$ cat config.mk
export PLATFORM = sky130hd
export DESIGN_NAME = bin2bcd_seq
export DESIGN_NICKNAME = d
export VERILOG_FILES = /design/src/rtl/bin2bcd_seq.sv
export SDC_FILE = /design/constraint.sdc
export NUM_CORES = 1
export LEC_CHECK = 0
export ABC_AREA = 1
export BUFFER_PORTS_ARGS = -buffer_cell sky130_fd_sc_hd__buf_2
export CORE_MARGIN = 10
export CORE_UTILIZATION = 40
export CTS_BUF_LIST = sky130_fd_sc_hd__clkbuf_4
export DETAILED_ROUTE_END_ITERATION = 10
export PLACE_DENSITY_LB_ADDON = 0.2
export RECOVER_POWER = 100
export SETUP_SLACK_MARGIN = 0.2
export SLEW_MARGIN = 10
export SYNTH_ARGS = -nofsm -noshare
export SYNTH_HDL_FRONTEND = slang
export SYNTH_SLANG_ARGS = --single-unit
$ cat constraint.sdc
create_clock -name clk_100MHz_i -period 2.55 [get_ports clk_100MHz_i]
set_input_delay 0.51 -clock clk_100MHz_i [delete_from_list [all_inputs] [get_ports clk_100MHz_i]]
set_output_delay 0.51 -clock clk_100MHz_i [all_outputs]
set_load 0.005 [all_outputs]
$ cat src/rtl/bin2bcd_seq.sv
// Sequential binary-to-BCD converter (double dabble, one bit per clock) with
// a per-digit leading-zero blank mask for the 7-segment scan driver.
module bin2bcd_seq #(
    parameter int unsigned BIN_W  = 16,
    parameter int unsigned DIGITS = 5
) (
    input  logic                  clk_100MHz_i,
    input  logic                  rst_i,
    input  logic                  start_i,
    input  logic [BIN_W-1:0]      bin_i,
    output logic                  busy_o,
    output logic                  valid_o,
    output logic [4*DIGITS-1:0]   bcd_o,
    output logic [DIGITS-1:0]     lz_mask_o
);

    localparam int unsigned BCD_W = 4 * DIGITS;
    localparam int unsigned CNT_W = $clog2(BIN_W + 1);
    localparam int unsigned SCR_W = BCD_W + BIN_W;

    // Reset mask: every digit above the units digit is blanked.
    localparam logic [DIGITS-1:0] LZ_RESET = ~DIGITS'(1);

    // True when DIGITS decimal digits can hold every BIN_W-bit value.
    function automatic bit digits_sufficient();
        longint unsigned pow10;
        longint unsigned lim;
        pow10 = 64'd1;
        lim   = 64'd1 << BIN_W;
        for (int unsigned i = 0; i < DIGITS; i++) begin
            if (pow10 >= lim) return 1'b1;
            pow10 = pow10 * 64'd10;
        end
        return pow10 >= lim;
    endfunction

    if (!digits_sufficient()) begin : g_digits_check
        $error("bin2bcd_seq: DIGITS=%0d too small for BIN_W=%0d", DIGITS, BIN_W);
    end

    typedef enum logic [1:0] {
        S_IDLE  = 2'd0,
        S_SHIFT = 2'd1,
        S_DONE  = 2'd2
    } state_t;

    state_t             state;
    state_t             state_nxt;

    logic [BCD_W-1:0]   bcd_s;
    logic [BIN_W-1:0]   bin_s;
    logic [CNT_W-1:0]   cnt;

    logic               load_c;
    logic               shift_c;
    logic               done_c;
    logic [BCD_W-1:0]   bcd_adj_c;
    logic [SCR_W-1:0]   scr_shift_c;
    logic [DIGITS-1:0]  lz_mask_c;

    // State register
    always_ff @(posedge clk_100MHz_i or posedge rst_i) begin
        if (rst_i) begin
            state <= S_IDLE;
        end else begin
            state <= state_nxt;
        end
    end

    // Next-state logic
    always_comb begin
        state_nxt = state;
        case (state)
            S_IDLE: begin
                if (start_i) state_nxt = S_SHIFT;
            end
            S_SHIFT: begin
                if (cnt == CNT_W'(1)) state_nxt = S_DONE;
            end
            S_DONE: begin
                state_nxt = S_IDLE;
            end
            default: begin
                state_nxt = S_IDLE;
            end
        endcase
    end

    // FSM control strobes
    always_comb begin
        load_c  = 1'b0;
        shift_c = 1'b0;
        done_c  = 1'b0;
        case (state)
            S_IDLE:  load_c  = start_i;
            S_SHIFT: shift_c = 1'b1;
            S_DONE:  done_c  = 1'b1;
            default: ;
        endcase
    end

    // Add-3 correction on every nibble that would overflow past 9 when doubled
    always_comb begin
        bcd_adj_c = '0;
        for (int unsigned d = 0; d < DIGITS; d++) begin
            if (bcd_s[4*d +: 4] >= 4'd5) begin
                bcd_adj_c[4*d +: 4] = bcd_s[4*d +: 4] + 4'd3;
            end else begin
                bcd_adj_c[4*d +: 4] = bcd_s[4*d +: 4];
            end
        end
    end

    assign scr_shift_c = {bcd_adj_c, bin_s} << 1;

    // Leading-zero mask: scan from the most significant digit down; units never blanked
    always_comb begin
        logic upper_zero;
        int unsigned k;
        upper_zero = 1'b1;
        lz_mask_c  = '0;
        for (int unsigned i = 0; i < DIGITS; i++) begin
            k          = DIGITS - 1 - i;
            upper_zero = upper_zero & (bcd_s[4*k +: 4] == 4'd0);
            lz_mask_c[k] = (k != 0) && upper_zero;
        end
    end

    // Scratch register and bit counter
    always_ff @(posedge clk_100MHz_i or posedge rst_i) begin
        if (rst_i) begin
            bcd_s <= '0;
            bin_s <= '0;
            cnt   <= '0;
        end else if (load_c) begin
            bcd_s <= '0;
            bin_s <= bin_i;
            cnt   <= CNT_W'(BIN_W);
        end else if (shift_c) begin
            bcd_s <= scr_shift_c[SCR_W-1 -: BCD_W];
            bin_s <= scr_shift_c[BIN_W-1:0];
            cnt   <= cnt - CNT_W'(1);
        end
    end

    // Registered outputs; result fields only move on the DONE edge
    always_ff @(posedge clk_100MHz_i or posedge rst_i) begin
        if (rst_i) begin
            busy_o    <= 1'b0;
            valid_o   <= 1'b0;
            bcd_o     <= '0;
            lz_mask_o <= LZ_RESET;
        end else begin
            busy_o  <= (state_nxt != S_IDLE);
            valid_o <= done_c;
            if (done_c) begin
                bcd_o     <= bcd_s;
                lz_mask_o <= lz_mask_c;
            end
        end
    end

endmodule

==> results of run 1 <==
==> metal layers <==
| metal | part of all wire | wire length (um) | track usage |
|---|---|---|---|
| met1 | 0.49 | 3510 | 0.144 |
| met2 | 0.44 | 3180 | 0.183 |
| met3 | 0.060 | 431 | 0.0408 |
| met4 | 0.0085 | 61 | 0.0360 |
| met5 | 0 | 0 | 0 |
==> power by group <==
part	internal, W	switching (W)	leakage [nW]	total, W
Sequential	0.00156	0.000298	0.833	0.00186
Combinational	0.000690	0.00129	1.04	0.00198
Clock	0.000317	0.000379	0.0766	0.000696
Total	0.00257	0.00197	1.95	0.00453
==> flip-flops by register name (all words and copies together), names as in the netlist <==
signal,flops
cnt,5
bin_s,16
bcd_s,20
state,2
lz_mask_o,4
valid_o,1
bcd_o,20
busy_o,1
==> cells by family after synthesis <==
| kind of cell | Yosys count |
|---|---|
| AND/OR/NAND/NOR | 218 |
| flip-flops | 69 |
| buffers and inverters | 58 |
| AO/OA/AOI/OAI | 44 |
| adder cells (fa/ha/maj) | 15 |
| other | 1 |
==> layout by cell type, fill, tap and decap left out <==
cell	netlist	layout
ha_1	15	15
nor4_1	1	1
o21ai_0	36	39
nand3_1	45	46
conb_1	1	1
clkbuf_1	1	21
buf_12	0	1
buf_2	3	23
o21ai_1	6	3
nand4_1	11	11
inv_1	40	41
dfstp_1	0	3
dfrtp_1	65	65
o22ai_1	1	1
dfstp_2	4	1
clkinv_2	0	3
nor2_1	9	10
inv_2	3	2
clkbuf_4	1	11
buf_4	1	2
nor3_1	1	1
inv_4	2	2
clkinvlp_4	0	1
a21oi_1	1	1
dlygate4sd3_1	0	1
bufinv_16	0	1
nand2_1	147	149
==> metrics by stage <==
step	std cells	utilization	cell area (sq um)
floorplan	405	-	3370
detailed placement	544	0.443	3640
finish	561	0.454	3730
CTS	561	0.461	3790
global placement	544	0.443	3640
global route	561	0.454	3730
==> critical path, stage by stage, from the launching register on <==
cell and delay, ns:
dfrtp_1 0.40, nand2_1 0.25, nand2_1 0.36, inv_4 0.38, nand2_1 0.10, nand3_1 0.08
==> final cells by class <==
cell class                 instances  area [sq um]  share of cell area
sequential                        69          1730               0.464
multi-input combinational        278          1320               0.354
timing repair buffer              48           239              0.0641
inverter                          45           174              0.0466
tap                              105           131              0.0352
clock buffer                      11          82.6              0.0221
clock inverter                     5          52.6              0.0141
==> worst max path at each step <==
| stage | startpoint | slack, ns | endpoint |
|---|---|---|---|
| global route | state[0] | 0.73 | bin_s[15] |
| detailed placement | state[0] | 1.00 | bcd_o[0] |
| CTS | lz_mask_o[3] | 0.94 | lz_mask_o[3] |
| floorplan | rst_i | 0.31 | bcd_o[0] |
| finish | state[0] | 0.94 | bin_s[7] |
| global placement | state[0] | 1.09 | bcd_o[14] |
==> run metrics, run 1 <==
Final Cycle Share=0.633; Worst Reg-to-Reg Cells=5; Final Total Pwr=0.00453 W; sequential element share of the synthesized area=0.514; mux contribution to synthesized area=0; FP Rows=33; fin. max-slew vios=0; Worst Max-Slew Pin Slew=0.504 ns; CP arrival=1.96 ns; Synth Area in Compound Gates=0.0658; share of cells above drive strength 1=0.103; EDFF count, synth=0; Final WS setup=0.937 ns; n_diodes=0; min-delay src=bin_i[0]; Rel. slew slack=0.663; R2R setup slack=0.94 ns; Synth Net Count=439; top cells by count, synth=147 x nand2_1, 65 x dfrtp_1, 45 x nand3_1; FF-to-FF End=bin_s[7]; post-synth cell types=25; post-route setup TNS=0 ns; synthesized area=3370 sq um; Hold Slack=0.306 ns; Post-Synth Simple-Gate Area=0.278; status=completed; CTS clk-pin slew, worst paths=0.12 ns; adder-cell area share of the yosys netlist=0.0557; fin nets=485; largest net degree at the start of global routing=42; die width=112 um; top post-synthesis cells by area=dfrtp_1 48%, nand2_1 16%, nand3_1 6.7%, ha_1 5.6%, o21ai_0 5.3%; largest family of logic cells by synthesized area=simple AND/OR/NAND/NOR gates; CP Capture Type=flip-flop; post-synthesis register bit count=69; Cells after Synth=405; PortBufs=44; crit path kind=flip-flop to flip-flop; Max Cap Viol=0; DR vias=2710; CTS buffer count=9; CTS root buffer=clkbuf_4; Synth area leader=dfrtp_1; CTS H-Tree Depth=3; Yosys warnings=0; global-route wire length before repair=12.4 mm; CP max FO=30; Layout area overhead=10.8%; initial antenna violation count=0; antenna viol nets, final=0; Setup WS pre-CTS=1.00 ns; Startpoint Class=flip-flop; core region area=8220 sq um; first-iteration detailed-routing DRC count=142; Fin. Hold Viols=0; Placer Congestion=0.766; hold path endpoint=bin_s[0]; TritonCTS clock tree=built; overall die area=12500 sq um; vias per inst=4.83; XOR/XNOR share of the synthesized area=0; GRT Total Usage=0.115; CTS Sinks=69; drt total wl=7.18 mm; Post-CTS Hold Buffers=1; worst path required time=2.90 ns; Tmin final=1.61 ns; clk_lat worst skew=0.40 ns; Initial Util=0.410; most frequent cell after synthesis=nand2_1; Post-Synthesis Mean Instance Area=8.32 sq um; Final Setup Violations=0; Synth Flop Type=dfrtp_1; RSZ-0062 raised after global routing=no; Overflow after GRT=0; # fillers=833; Max Clock Freq=620 MHz; dpl hpwl=5.05 mm; RR Startpoint=state[0]; Leak Pwr=1.95 nW; 1st-pass router iterations=4; skew final=0.0125 ns; Hold WC Path Type=input port to flip-flop; Peak VDD IR=0.585 mV; Post-route DRC=0; number of I/O pins=46; power density over cell area=1220 nW/um^2; Hold Crit Depth=3; average wire per standard cell=12.8 um; vias in the first global route=2726; Post-CTS Setup Bufs=0; clk buf depth=2; share of the synthesized area in the top cell type=0.483; post-cts sizing count=0; asr flop ratio synth=1.00; die height=112 um
Note: power is estimated with default switching activity, not from simulation.
==> inputs of run 2 (changes only) <==
Clock period 2.55 ns to 1.5 ns, I/O delays scaled along.
==> run metrics, run 2 (same netlist as run 1, synthesis figures left out) <==
sequential share of power=0.400; dpl hpwl=4.73 mm; Clk pwr share=0.125; Final Total Pwr=0.00789 W; Final Cycle Share=0.930; most frequent cells in the layout=145 x nand2_1, 64 x dfrtp_1, 44 x nand3_1, 39 x o21ai_0, 31 x inv_1; CTS H-Tree Depth=3; Layout area overhead=14.9%; Worst Reg-to-Reg Cells=6; Slowest Stage Delay on Critical Path=0.57 ns; worst path required time=1.20 ns; average wire per standard cell=12.5 um; Post-route DRC=0; vias per inst=4.81; share of cells above drive strength 1=0.159; Layout Cells excl Fill=571; placed instance count=545; Fin. Hold Viols=0; largest net degree at the start of global routing=70; CP Capture Type=output port; Hold Crit Depth=3; hold path endpoint=bin_s[0]; Hold WC Path Type=input port to flip-flop; die height=112 um; R2R setup slack=0.17 ns; Final Setup Violations=0; antenna viol nets, final=0; status=completed; clk buf depth=2; fin. max-slew vios=0; post-route setup TNS=0 ns; FF-to-FF End=lz_mask_o[3]; GRT Total Usage=0.115; CP max FO=2; RSZ-0062 raised after global routing=yes; Startpoint Class=flip-flop; first-iteration detailed-routing DRC count=130; crit path kind=flip-flop to output port; clk_lat worst skew=0.41 ns; DR vias=2747; TritonCTS clock tree=built; Overflow after GRT=0; FP Rows=33; min-delay src=bin_i[0]; Max Cap Viol=0; overall die area=12500 sq um; cell family with most CP delay=flip-flops; number of I/O pins=46; vias in the first global route=2617; CTS root buffer=clkbuf_4; Sw Ratio=0.437; die width=112 um; CTS buffer count=9; 1st-pass router iterations=4; core region area=8220 sq um; PortBufs=44; Setup WS pre-CTS=0.227 ns; buffers and inverters on the worst path=1; skew final=0.0157 ns; initial antenna violation count=0; CP arrival=1.09 ns; n_diodes=0; RR Startpoint=state[0]; Initial Util=0.410; Util after Layout=0.471; P_int=0.00444 W; crit-path cells=buf_6; drt total wl=7.13 mm; power density over cell area=2040 nW/um^2; Placer Congestion=0.812; global-route wire length before repair=12.3 mm; Psw=0.00345 W; commonest non-fill, non-tap cell in the layout=nand2_1; Leak Pwr=1.98 nW; biggest regs=bcd_o (20), bcd_s (20), bin_s (16); Max Clock Freq=717 MHz; critical path's slowest cell=dfstp_1; Final WS setup=0.105 ns; # fillers=819; Peak VDD IR=0.900 mV; combinational share of power=0.476; fin nets=496; Tmin final=1.39 ns; CTS clk-pin slew, worst paths=0.12 ns; CTS Sinks=69
## run 2: stage by stage
step                      cell area, sq um  hold WS [ns]
final                                 3870        0.0910
after global routing                  3870        0.0802
after CTS                             3800        0.0604
after detailed placement              3680         0.432
after global placement                3680         0.431
after floorplan                       3370         0.417
## run 2: cell type report
cell class | count | area, sq um | share of cell area
clock buffers | 10 | 75.1 | 0.0194
clock inverters | 5 | 28.8 | 0.00744
inverters | 45 | 178 | 0.0459
multi-input cells | 278 | 1370 | 0.353
flip-flops and latches | 69 | 1730 | 0.448
well taps | 105 | 131 | 0.0339
repair buffers | 59 | 357 | 0.0921
## run 2: metal layers
metal / routed length [um] / vias to the layer above / track usage
li1: - / 1406 / -
met1: 3500 / 1268 / 0.149
met2: 3180 / 61 / 0.174
met3: 341 / 12 / 0.0370
met4: 104 / 0 / 0.0394
met5: 0 / - / 0
## run 2: timing repair
item / CTS / global route
setup buffers: 0 / 10
cloned: 0 / 0
resized for setup: 2 / 22
hold buffers: 1 / 0
endpoints found under the setup margin: 4 / 41
hold endpoints to repair: 65 / 0
## run 2: worst max-delay path by stage
stage / slack (ns) / cells after the start / to / start
6_report: 0.11 / 1 / lz_mask_o[1] / lz_mask_o[1]
2_1_floorplan: 0.39 / 7 / bcd_s[12] / bcd_s[8]
3_3_place_gp: 0.27 / 6 / bin_s[11] / state[0]
5_1_grt: 0.04 / 1 / lz_mask_o[1] / lz_mask_o[1]
4_1_cts: 0.09 / 1 / lz_mask_o[1] / lz_mask_o[1]
3_5_place_dp: 0.23 / 6 / bin_s[11] / state[0]
## run 2: power by group through the flow
| stage | Combinational [W] | Sequential (W) | Clock [W] |
|---|---|---|---|
| CTS | 0.00360 | 0.00314 | 0.00104 |
| finish | 0.00375 | 0.00315 | 0.000982 |
| floorplan | 0.00269 | 0.00311 | 0 |
| detailed placement | 0.00358 | 0.00318 | 0 |
| global placement | 0.00349 | 0.00316 | 0 |
| global route | 0.00438 | 0.00327 | 0.00111 |
## run 2: worst min-delay path, delay by kind of cell
| family | cells | cell delay [ns] |
|---|---|---|
| and+or+nand+nor | 2 | 0.09 |
| buffers and inverters | 1 | 0.07 |
==> inputs of run 3 (changes only) <==
Settings changed: REMOVE_ABC_BUFFERS from default to 1.
==> run metrics, run 3 (same netlist as run 1, synthesis figures left out) <==
fin. max-slew vios=0; Final WS setup=0.129 ns; GRT Total Usage=0.112; placed instance count=546; # fillers=814; Util after Layout=0.471; fin nets=496; sequential share of power=0.406; Post-route DRC=0; n_diodes=0; largest net degree at the start of global routing=70; global-route wire length before repair=12.0 mm; Worst Reg-to-Reg Cells=6; Initial Util=0.410; first-iteration detailed-routing DRC count=115; Final Setup Violations=0; most frequent cells in the layout=144 x nand2_1, 65 x dfrtp_1, 44 x nand3_1, 38 x o21ai_0, 33 x inv_1; FP Rows=33; initial antenna violation count=0; R2R setup slack=0.14 ns; cell family with most CP delay=flip-flops; CP max FO=2; overall die area=12500 sq um; vias per inst=4.78; top sig layer=met4; Tmin final=1.37 ns; CP arrival=1.07 ns; power density over cell area=2020 nW/um^2; dpl hpwl=4.79 mm; Clk pwr share=0.126; clk buf depth=2; Max Cap Viol=0; CTS H-Tree Depth=3; Max Clock Freq=730 MHz; Leak Pwr=1.99 nW; hold path endpoint=bin_s[0]; Layout area overhead=15.0%; FF-to-FF End=bcd_s[0]; Psw=0.00339 W; drt total wl=7.04 mm; Peak VDD IR=0.717 mV; Hold Crit Depth=3; average wire per standard cell=12.3 um; Hold WC Path Type=input port to flip-flop; Layout Cells excl Fill=572; buffers and inverters on the worst path=1; Metal-1 WL=3.45 mm; combinational share of power=0.467; CTS buffer count=9; antenna viol nets, final=0; min-delay src=bin_i[0]; RSZ-0062 raised after global routing=yes; Sw Ratio=0.434; critical path's slowest cell=dfstp_1; CP Capture Type=output port; PortBufs=44; Overflow after GRT=0; crit-path cells=buf_6; core region area=8220 sq um; CTS clk-pin slew, worst paths=0.11 ns; worst path required time=1.20 ns; vias in the first global route=2669; Hold Slack=0.0988 ns; die height=112 um; CTS Sinks=69; share of cells above drive strength 1=0.154; Slowest Stage Delay on Critical Path=0.57 ns; crit path kind=flip-flop to output port; TritonCTS clock tree=built; Final Cycle Share=0.914; RR Startpoint=state[1]; Setup WS pre-CTS=0.249 ns; clk_lat worst skew=0.40 ns; die width=112 um; 1st-pass router iterations=4; number of I/O pins=46; P_int=0.00442 W; CTS root buffer=clkbuf_4; status=completed; wire length on met3=421 um; met2 WL post-DR=3.09 mm; Startpoint Class=flip-flop; Fin. Hold Viols=0; DR vias=2737; biggest regs=bcd_o (20), bcd_s (20), bin_s (16); commonest non-fill, non-tap cell in the layout=nand2_1; skew final=0.0138 ns; Placer Congestion=0.841
[run 3: cell count changes in the layout (fill, tap and decap cells not counted), moves of 2 or more]
cell | previous run | this run
clkbuf_2 | 0 | 2
clkbuf_4 | 11 | 13
clkinv_2 | 2 | 0
clkinv_1 | 1 | 4
buf_2 | 17 | 19
inv_1 | 31 | 33
buf_4 | 11 | 9
clkinvlp_4 | 3 | 0
[run 3: worst min-delay path, cell delays in order]
cell and delay (ns):
buf_2 0.08, nand2_1 0.04, nand2_1 0.05
[run 3: final cells by class]
class | instances | area [sq um] | share of cell area
Tap cell | 105 | 131 | 0.0339
Clock inverter | 4 | 15.0 | 0.00388
Timing Repair Buffer | 59 | 338 | 0.0872
Sequential cell | 69 | 1730 | 0.447
Multi-Input combinational cell | 278 | 1390 | 0.359
Inverter | 45 | 176 | 0.0455
Clock buffer | 12 | 90.1 | 0.0233
[run 3: worst max-delay path by stage]
stage	start	end	slack, ns	cells past startpoint
final	lz_mask_o[1]	lz_mask_o[1]	0.13	1
after global routing	state[1]	bcd_s[0]	0.05	6
after CTS	lz_mask_o[1]	lz_mask_o[1]	0.11	1
after detailed placement	bcd_s[4]	bcd_s[6]	0.25	8
after global placement	bcd_s[5]	bcd_s[8]	0.26	7
after floorplan	rst_i	bcd_o[0]	-0.53	1
[run 3: repair_timing]
item / 4_1_cts / 5_1_grt
buffers inserted: 1 / 8
endpoints found under the setup margin: 4 / 48
endpoints found under the hold margin: 65 / 0
hold buffers: 1 / 0
pin swaps: 0 / 5
resized for setup: 2 / 32
[run 3: layer usage]
layer / vias to the layer above / track usage
met5: - / 0
li1: 1413 / -
met3: 9 / 0.0392
met1: 1257 / 0.138
met4: 0 / 0.0428
met2: 58 / 0.175
[run 3: through the flow]
stage	TNS, ns	area, sq um	power [W]
floorplan	-35.16	3260	0.00565
global placement	0	3670	0.00663
detailed placement	0	3670	0.00672
CTS	0	3800	0.00773
global route	0	3870	0.00869
finish	0	3870	0.00781
[run 3: power by group through the flow]
stage | clock network, W | registers (W) | logic, W
floorplan | 0 | 0.00311 | 0.00254
global placement | 0 | 0.00318 | 0.00344
detailed placement | 0 | 0.00319 | 0.00353
CTS | 0.00103 | 0.00316 | 0.00354
global route | 0.00112 | 0.00328 | 0.00429
finish | 0.000987 | 0.00317 | 0.00365
